==> src/rtl/load_store_unit_if.sv <==
// Request, data-bus and register-file writeback signals of the load/store unit.
// slave is the unit's own view; master is the surrounding pipeline/bus view.
interface load_store_unit_if;
    logic        req_valid;
    logic        req_ready;
    logic        req_store;
    logic [2:0]  req_op;
    logic [31:0] req_addr;
    logic [31:0] req_wdata;
    logic [4:0]  req_rd;

    logic        mem_req;
    logic        mem_we;
    logic [31:0] mem_addr;
    logic [31:0] mem_wdata;
    logic [3:0]  mem_be;
    logic        mem_ack;
    logic [31:0] mem_rdata;

    logic [2:0]  wb_we;
    logic [4:0]  wb_a;
    logic [31:0] wb_d;

    logic        misaligned;
    logic        bus_err;

    modport slave (
        input  req_valid, req_store, req_op, req_addr, req_wdata, req_rd,
        input  mem_ack, mem_rdata,
        output req_ready,
        output mem_req, mem_we, mem_addr, mem_wdata, mem_be,
        output wb_we, wb_a, wb_d,
        output misaligned, bus_err
    );

    modport master (
        output req_valid, req_store, req_op, req_addr, req_wdata, req_rd,
        output mem_ack, mem_rdata,
        input  req_ready,
        input  mem_req, mem_we, mem_addr, mem_wdata, mem_be,
        input  wb_we, wb_a, wb_d,
        input  misaligned, bus_err
    );
endinterface

==> src/rtl/load_store_unit.sv <==
// Load/store unit: one request at a time, req/ack data bus, load writeback; mem_req at T+1, WB at T+2.
// Backpressure: req_ready is low for the whole BUS/WB occupancy; bus timeout aborts with bus_err.
module load_store_unit #(
    parameter int unsigned TIMEOUT_CYCLES = 255
) (
    input  logic             clk,
    input  logic             rst_n,
    load_store_unit_if.slave lsu
);
    typedef enum logic [1:0] {IDLE, BUS, WB} state_t;

    typedef struct packed {
        logic        store;
        logic [2:0]  op;
        logic [1:0]  off;
        logic [29:0] word;
        logic [3:0]  be;
        logic [31:0] wdata;
        logic [4:0]  rd;
    } hdr_t;

    localparam logic [15:0] CNT_LAST = 16'(TIMEOUT_CYCLES - 1);

    state_t      state;
    state_t      state_nxt;
    hdr_t        hdr;
    logic [15:0] cnt;
    logic [4:0]  wb_a_q;
    logic [31:0] wb_d_q;
    logic        misaligned_q;
    logic        bus_err_q;

    logic        is_byte;
    logic        is_half;
    logic        is_word;
    logic        legal;
    logic        bad_align;
    logic        accept;
    logic        start;
    logic        timeout;
    logic        in_bus;
    logic [3:0]  be_new;
    logic [31:0] wdata_new;

    always_comb begin
        is_byte   = (lsu.req_op == 3'b001) || (lsu.req_op == 3'b010);
        is_half   = (lsu.req_op == 3'b011) || (lsu.req_op == 3'b100);
        is_word   = (lsu.req_op == 3'b101);
        legal     = is_byte || is_half || is_word;
        bad_align = (is_half && lsu.req_addr[0]) ||
                    (is_word && (lsu.req_addr[1:0] != 2'b00));
        accept    = (state == IDLE) && lsu.req_valid;
        start     = accept && legal && !bad_align;
        in_bus    = (state == BUS);
        timeout   = in_bus && !lsu.mem_ack && (cnt == CNT_LAST);

        // Store data is replicated to every lane so the slave picks it up under mem_be
        be_new    = 4'b1111;
        wdata_new = lsu.req_wdata;
        if (is_byte) begin
            be_new    = 4'b0001 << lsu.req_addr[1:0];
            wdata_new = {4{lsu.req_wdata[7:0]}};
        end else if (is_half) begin
            be_new    = 4'b0011 << lsu.req_addr[1:0];
            wdata_new = {2{lsu.req_wdata[15:0]}};
        end
    end

    always_ff @(posedge clk or negedge rst_n) begin
        if (!rst_n) begin
            state <= IDLE;
        end else begin
            state <= state_nxt;
        end
    end

    always_comb begin
        state_nxt = state;
        case (state)
            IDLE: begin
                if (start) begin
                    state_nxt = BUS;
                end
            end
            BUS: begin
                if (lsu.mem_ack) begin
                    state_nxt = hdr.store ? IDLE : WB;
                end else if (timeout) begin
                    state_nxt = IDLE;
                end
            end
            WB:      state_nxt = IDLE;
            default: state_nxt = IDLE;
        endcase
    end

    always_ff @(posedge clk or negedge rst_n) begin
        if (!rst_n) begin
            hdr          <= '0;
            cnt          <= '0;
            wb_a_q       <= '0;
            wb_d_q       <= '0;
            misaligned_q <= 1'b0;
            bus_err_q    <= 1'b0;
        end else begin
            misaligned_q <= accept && legal && bad_align;
            bus_err_q    <= timeout;
            if (start) begin
                hdr <= '{store: lsu.req_store,
                         op:    lsu.req_op,
                         off:   lsu.req_addr[1:0],
                         word:  lsu.req_addr[31:2],
                         be:    be_new,
                         wdata: wdata_new,
                         rd:    lsu.req_rd};
                cnt <= '0;
            end else if (in_bus && !lsu.mem_ack) begin
                cnt <= cnt + 16'd1;
            end
            // Right-justify the addressed lane; upper bytes are left for the register file
            if (in_bus && lsu.mem_ack && !hdr.store) begin
                wb_a_q <= hdr.rd;
                wb_d_q <= lsu.mem_rdata >> {hdr.off, 3'b000};
            end
        end
    end

    assign lsu.req_ready  = (state == IDLE);
    assign lsu.mem_req    = in_bus;
    assign lsu.mem_we     = in_bus && hdr.store;
    assign lsu.mem_addr   = in_bus ? {hdr.word, 2'b00} : 32'h0;
    assign lsu.mem_wdata  = in_bus ? hdr.wdata : 32'h0;
    assign lsu.mem_be     = in_bus ? hdr.be : 4'h0;
    assign lsu.wb_we      = (state == WB) ? hdr.op : 3'b000;
    assign lsu.wb_a       = wb_a_q;
    assign lsu.wb_d       = wb_d_q;
    assign lsu.misaligned = misaligned_q;
    assign lsu.bus_err    = bus_err_q;
endmodule

==> src/flat_wrapper.sv <==
// flat-port wrapper written by rule: the top's interface ports become plain ports
module load_store_unit_flat 
#(
    parameter int unsigned TIMEOUT_CYCLES = 255
)
  (clk, rst_n, lsu_req_valid, lsu_req_store, lsu_req_op, lsu_req_addr, lsu_req_wdata, lsu_req_rd, lsu_mem_ack, lsu_mem_rdata, lsu_req_ready, lsu_mem_req, lsu_mem_we, lsu_mem_addr, lsu_mem_wdata, lsu_mem_be, lsu_wb_we, lsu_wb_a, lsu_wb_d, lsu_misaligned, lsu_bus_err);
  load_store_unit_if lsu_i ();
  input  logic clk;
  input  logic rst_n;
  input wire logic [$bits(lsu_i.req_valid)-1:0] lsu_req_valid;
  input wire logic [$bits(lsu_i.req_store)-1:0] lsu_req_store;
  input wire logic [$bits(lsu_i.req_op)-1:0] lsu_req_op;
  input wire logic [$bits(lsu_i.req_addr)-1:0] lsu_req_addr;
  input wire logic [$bits(lsu_i.req_wdata)-1:0] lsu_req_wdata;
  input wire logic [$bits(lsu_i.req_rd)-1:0] lsu_req_rd;
  input wire logic [$bits(lsu_i.mem_ack)-1:0] lsu_mem_ack;
  input wire logic [$bits(lsu_i.mem_rdata)-1:0] lsu_mem_rdata;
  output wire logic [$bits(lsu_i.req_ready)-1:0] lsu_req_ready;
  output wire logic [$bits(lsu_i.mem_req)-1:0] lsu_mem_req;
  output wire logic [$bits(lsu_i.mem_we)-1:0] lsu_mem_we;
  output wire logic [$bits(lsu_i.mem_addr)-1:0] lsu_mem_addr;
  output wire logic [$bits(lsu_i.mem_wdata)-1:0] lsu_mem_wdata;
  output wire logic [$bits(lsu_i.mem_be)-1:0] lsu_mem_be;
  output wire logic [$bits(lsu_i.wb_we)-1:0] lsu_wb_we;
  output wire logic [$bits(lsu_i.wb_a)-1:0] lsu_wb_a;
  output wire logic [$bits(lsu_i.wb_d)-1:0] lsu_wb_d;
  output wire logic [$bits(lsu_i.misaligned)-1:0] lsu_misaligned;
  output wire logic [$bits(lsu_i.bus_err)-1:0] lsu_bus_err;
  assign lsu_i.req_valid = lsu_req_valid;
  assign lsu_i.req_store = lsu_req_store;
  assign lsu_i.req_op = lsu_req_op;
  assign lsu_i.req_addr = lsu_req_addr;
  assign lsu_i.req_wdata = lsu_req_wdata;
  assign lsu_i.req_rd = lsu_req_rd;
  assign lsu_i.mem_ack = lsu_mem_ack;
  assign lsu_i.mem_rdata = lsu_mem_rdata;
  assign lsu_req_ready = lsu_i.req_ready;
  assign lsu_mem_req = lsu_i.mem_req;
  assign lsu_mem_we = lsu_i.mem_we;
  assign lsu_mem_addr = lsu_i.mem_addr;
  assign lsu_mem_wdata = lsu_i.mem_wdata;
  assign lsu_mem_be = lsu_i.mem_be;
  assign lsu_wb_we = lsu_i.wb_we;
  assign lsu_wb_a = lsu_i.wb_a;
  assign lsu_wb_d = lsu_i.wb_d;
  assign lsu_misaligned = lsu_i.misaligned;
  assign lsu_bus_err = lsu_i.bus_err;
  load_store_unit #(.TIMEOUT_CYCLES(TIMEOUT_CYCLES)) u_core (.clk(clk), .rst_n(rst_n), .lsu(lsu_i));
endmodule
==> config.mk <==
export PLATFORM = sky130hd
export DESIGN_NAME = load_store_unit_flat
export DESIGN_NICKNAME = d
export VERILOG_FILES = /design/src/rtl/load_store_unit_if.sv /design/src/rtl/load_store_unit.sv /design/src/flat_wrapper.sv
export SDC_FILE = /design/constraint.sdc
export NUM_CORES = 1
export LEC_CHECK = 0
export CAP_MARGIN = 30
export CORE_UTILIZATION = 45
export CTS_CLUSTER_SIZE = 28
export DETAILED_ROUTE_END_ITERATION = 6
export PLACE_DENSITY = 0.87
export SLEW_MARGIN = 40
export SYNTH_ARGS = -nofsm -noshare
export SYNTH_HDL_FRONTEND = slang
export SYNTH_SLANG_ARGS = --single-unit
==> constraint.sdc <==
create_clock -name clk -period 2.3 [get_ports clk]
set_input_delay 0.23 -clock clk [delete_from_list [all_inputs] [get_ports clk]]
set_output_delay 0.23 -clock clk [all_outputs]
set_load 0.02 [all_outputs]
==> results.sh <==
export IMPL_outcome="complete, no violations"
export IMPL_vias=5496
export IMPL_hold_viol=0
export IMPL_r2r_start="u_core.state[1]"
export IMPL_p_leak_nw=4.979
export IMPL_setup_viol=0
export IMPL_cts_sinks=134
export IMPL_dp_cells=1007
export IMPL_totalWireLength_mm=18.06
export IMPL_finalNetCount=958
export IMPL_fmax_ghz=0.4639
export IMPL_tightest_slew_ns=0.7489
export IMPL_worstReg2RegEnd="u_core.hdr[47]"
export IMPL_hp_class="in -> async"
export IMPL_synth_seq_area_share=0.4983
export IMPL_area_delta_synth_final_pct=47.29
export IMPL_hpwl_mm=12.69
export IMPL_clkTransAtPathRegs_ns=0.05
export IMPL_final_cells=1037
export IMPL_cp_required_ns=2.07
export IMPL_drt_iter0_drc=325
export IMPL_synthCells=612
export IMPL_cts_buffers=17
export IMPL_initial_utilization=0.4612
export IMPL_drive_gt1_frac=0.2007
export IMPL_root_buffer="clkbuf_16"
export IMPL_cts_tree="yes"
export IMPL_rows=44
export IMPL_n_fill_cell=1091
export IMPL_die_area_um2=15450
export IMPL_syn_area_um2=6729
export IMPL_finalMaxSlewViolations=0
export IMPL_core_um2=14590
export IMPL_ant_nets=0
export IMPL_drc_errors=0
export IMPL_cap_violations=0
export IMPL_finalCritPeriodShare=0.9372
export IMPL_relSlewSlack=0.4983
export IMPL_fin_crit_ns=2.156
export IMPL_grt_pass1_wl_mm=29.45
export IMPL_critPathLaunchType="flip-flop"
export IMPL_cts_max_path_buffers=2
export IMPL_regArea_um2=3353
export IMPL_grt_overflow_total=0
export IMPL_r2r_cells=5
export IMPL_r2r_slack_ns=0.27
export IMPL_fin_util=0.6793
export IMPL_power_density_nw_per_um2=1010
export IMPL_end_kind="output port"
export IMPL_ys_flop_type="dfrtp_1"
export IMPL_port_buffers=219
export IMPL_total_power_mw=10.01
export IMPL_ios=222
export IMPL_grt_antenna_before_repair=0
export IMPL_ys_types=45
export IMPL_h_tree_depth=4
export IMPL_syn_area_per_cell_um2=11.00
export IMPL_cp_data_arrival_time_ns=1.93
export IMPL_vias_per_cell=5.300
export IMPL_die_w_um=124.3
export IMPL_multiInputGateArea_um2=3147
export IMPL_grt_usage=0.2402
export IMPL_cp_max_fo=30
export IMPL_fp_dieH_um=124.3
export IMPL_wl_per_cell_um=17.42
export IMPL_max_vdd_ir_drop_mv=0.6252
export IMPL_criticalPathCategory="reg -> out"
export IMPL_rsz0062_at_grt="no"
export IMPL_clkLatencyLatePin_ns=0.42
export IMPL_clock_skew_ns=0.009015
export IMPL_ys_warn_count=0
export IMPL_place_gp_congestion=0.8518
export IMPL_grt_pass1_vias=5806
export IMPL_synth_seq_cells=134
export IMPL_synth_edf_count=0
export IMPL_grt_max_degree=64
export IMPL_async_flop_share=1.000
export IMPL_dr_pass1_iters=4
-- critical path, stage by stage (launching register included) --
cell and delay, ns:
dfrtp_1 0.42, nor2b_4 0.23, buf_8 0.20, clkdlybuf4s50_1 0.63
-- stage by stage --
step	TNS, ns	hold WS, ns	setup slack, ns	cell area [µm²]
after global placement	0	0.2598	0.01264	9296
final	0	0.3658	0.1444	9911
after global routing	0	0.4150	0.09011	9908
after floorplan	0	-0.06559	0.1786	6733
after detailed placement	-0.6827	0.2589	-0.04947	9296
after CTS	0	0.3771	0.0007196	9793
-- Yosys cell counts, types with 12 or more instances --
library cell / instances / area, µm²
and2_1: 70 / 437.9
mux2i_1: 19 / 190.2
nand2_1: 40 / 150.1
buf_2: 12 / 60.06
nor2_1: 29 / 108.9
nor3_1: 14 / 70.07
o21ai_0: 17 / 85.08
clkbuf_1: 24 / 90.09
dfrtp_1: 134 / 3353
inv_1: 21 / 78.83
a21oi_1: 24 / 120.1
nor2b_1: 13 / 81.33
mux2_2: 105 / 1182
-- layer usage --
metal	vias to the layer above	GRT usage	routed length, µm
li1	2580	-	-
met1	2674	0.2858	7300
met2	206	0.4004	8859
met3	36	0.07517	1386
met4	0	0.1013	516
met5	-	0	0
-- flip-flops by register name, indices dropped and copies added, names as in the netlist --
signal,flops
u_core.lsu.wb_d,32
u_core.lsu.bus_err,1
u_core.cnt,16
u_core.lsu.wb_a,5
u_core.state,2
u_core.lsu.misaligned,1
u_core.hdr,77
-- worst max-delay path by stage --
stage	from	end	slack [ns]
2_1_floorplan	u_core.state[1]	u_core.hdr[0]	0.18
3_3_place_gp	lsu_req_op[0]	u_core.hdr[55]	0.01
3_5_place_dp	lsu_req_op[0]	u_core.hdr[56]	-0.05
4_1_cts	u_core.state[0]	lsu_mem_wdata[30]	0.0007
5_1_grt	u_core.state[0]	lsu_mem_req	0.09
6_report	u_core.state[0]	lsu_mem_req	0.14
-- area by class of cell --
class                           count  area share
Sequential cell                   134      0.3383
Multi-Input combinational cell    416      0.3175
Timing Repair Buffer              252      0.2613
Clock buffer                       23     0.04823
Tap cell                          184     0.02323
Inverter                           22    0.008332
Clock inverter                      5    0.002777
Antenna cell                        1   0.0002525
-- timing repair --
action,CTS,global route
endpoints found under the setup margin,29,46
buffers inserted,0,0
resized for setup,23,46
hold buffers,1,0
hold endpoints to repair,59,0
-- where the power goes --
group / internal [mW] / leakage (nW) / switching [mW]
Clock: 1.43 / 0.250 / 0.944
Sequential: 3.21 / 1.64 / 0.490
Combinational: 2.02 / 3.09 / 1.91
Total: 6.66 / 4.98 / 3.35
-- cells by family (layout without fill, tap and decap cells) --
group,after synthesis,count (layout),synth area share
xor+xnor,13,13,0.01692
other cells,1,3,0.0005573
compound gates,76,76,0.07270
flops,134,134,0.4983
mux,124,124,0.2040
buf+inv,63,302,0.03849
simple gates,195,195,0.1579
fa+ha+maj,6,6,0.01116
-- cells in the final DEF (no fill, tap or decap), types with 3 or more instances in the layout --
cell type / netlist / routed
o21ai_0: 17 / 17
dlymetal6s2s_1: 0 / 46
o31ai_1: 10 / 10
mux2i_1: 19 / 19
nand2b_1: 3 / 3
and2_1: 70 / 70
a221oi_1: 8 / 8
mux2_2: 105 / 105
clkbuf_8: 0 / 3
inv_1: 21 / 21
nor4_1: 4 / 4
dfrtp_1: 134 / 134
nor3_1: 14 / 14
a21oi_1: 24 / 24
clkinv_2: 0 / 4
a211oi_1: 9 / 9
buf_4: 2 / 27
nand4_1: 6 / 6
nand3_1: 4 / 4
nor2b_1: 13 / 12
clkdlybuf4s50_1: 0 / 151
nand2_1: 40 / 40
xnor2_1: 10 / 9
buf_12: 0 / 4
nor2_1: 29 / 29
xor2_1: 3 / 3
ha_1: 6 / 6
dlygate4sd2_1: 0 / 21
clkbuf_1: 24 / 3
clkbuf_16: 0 / 17
Power figures use the tool's default switching activity.
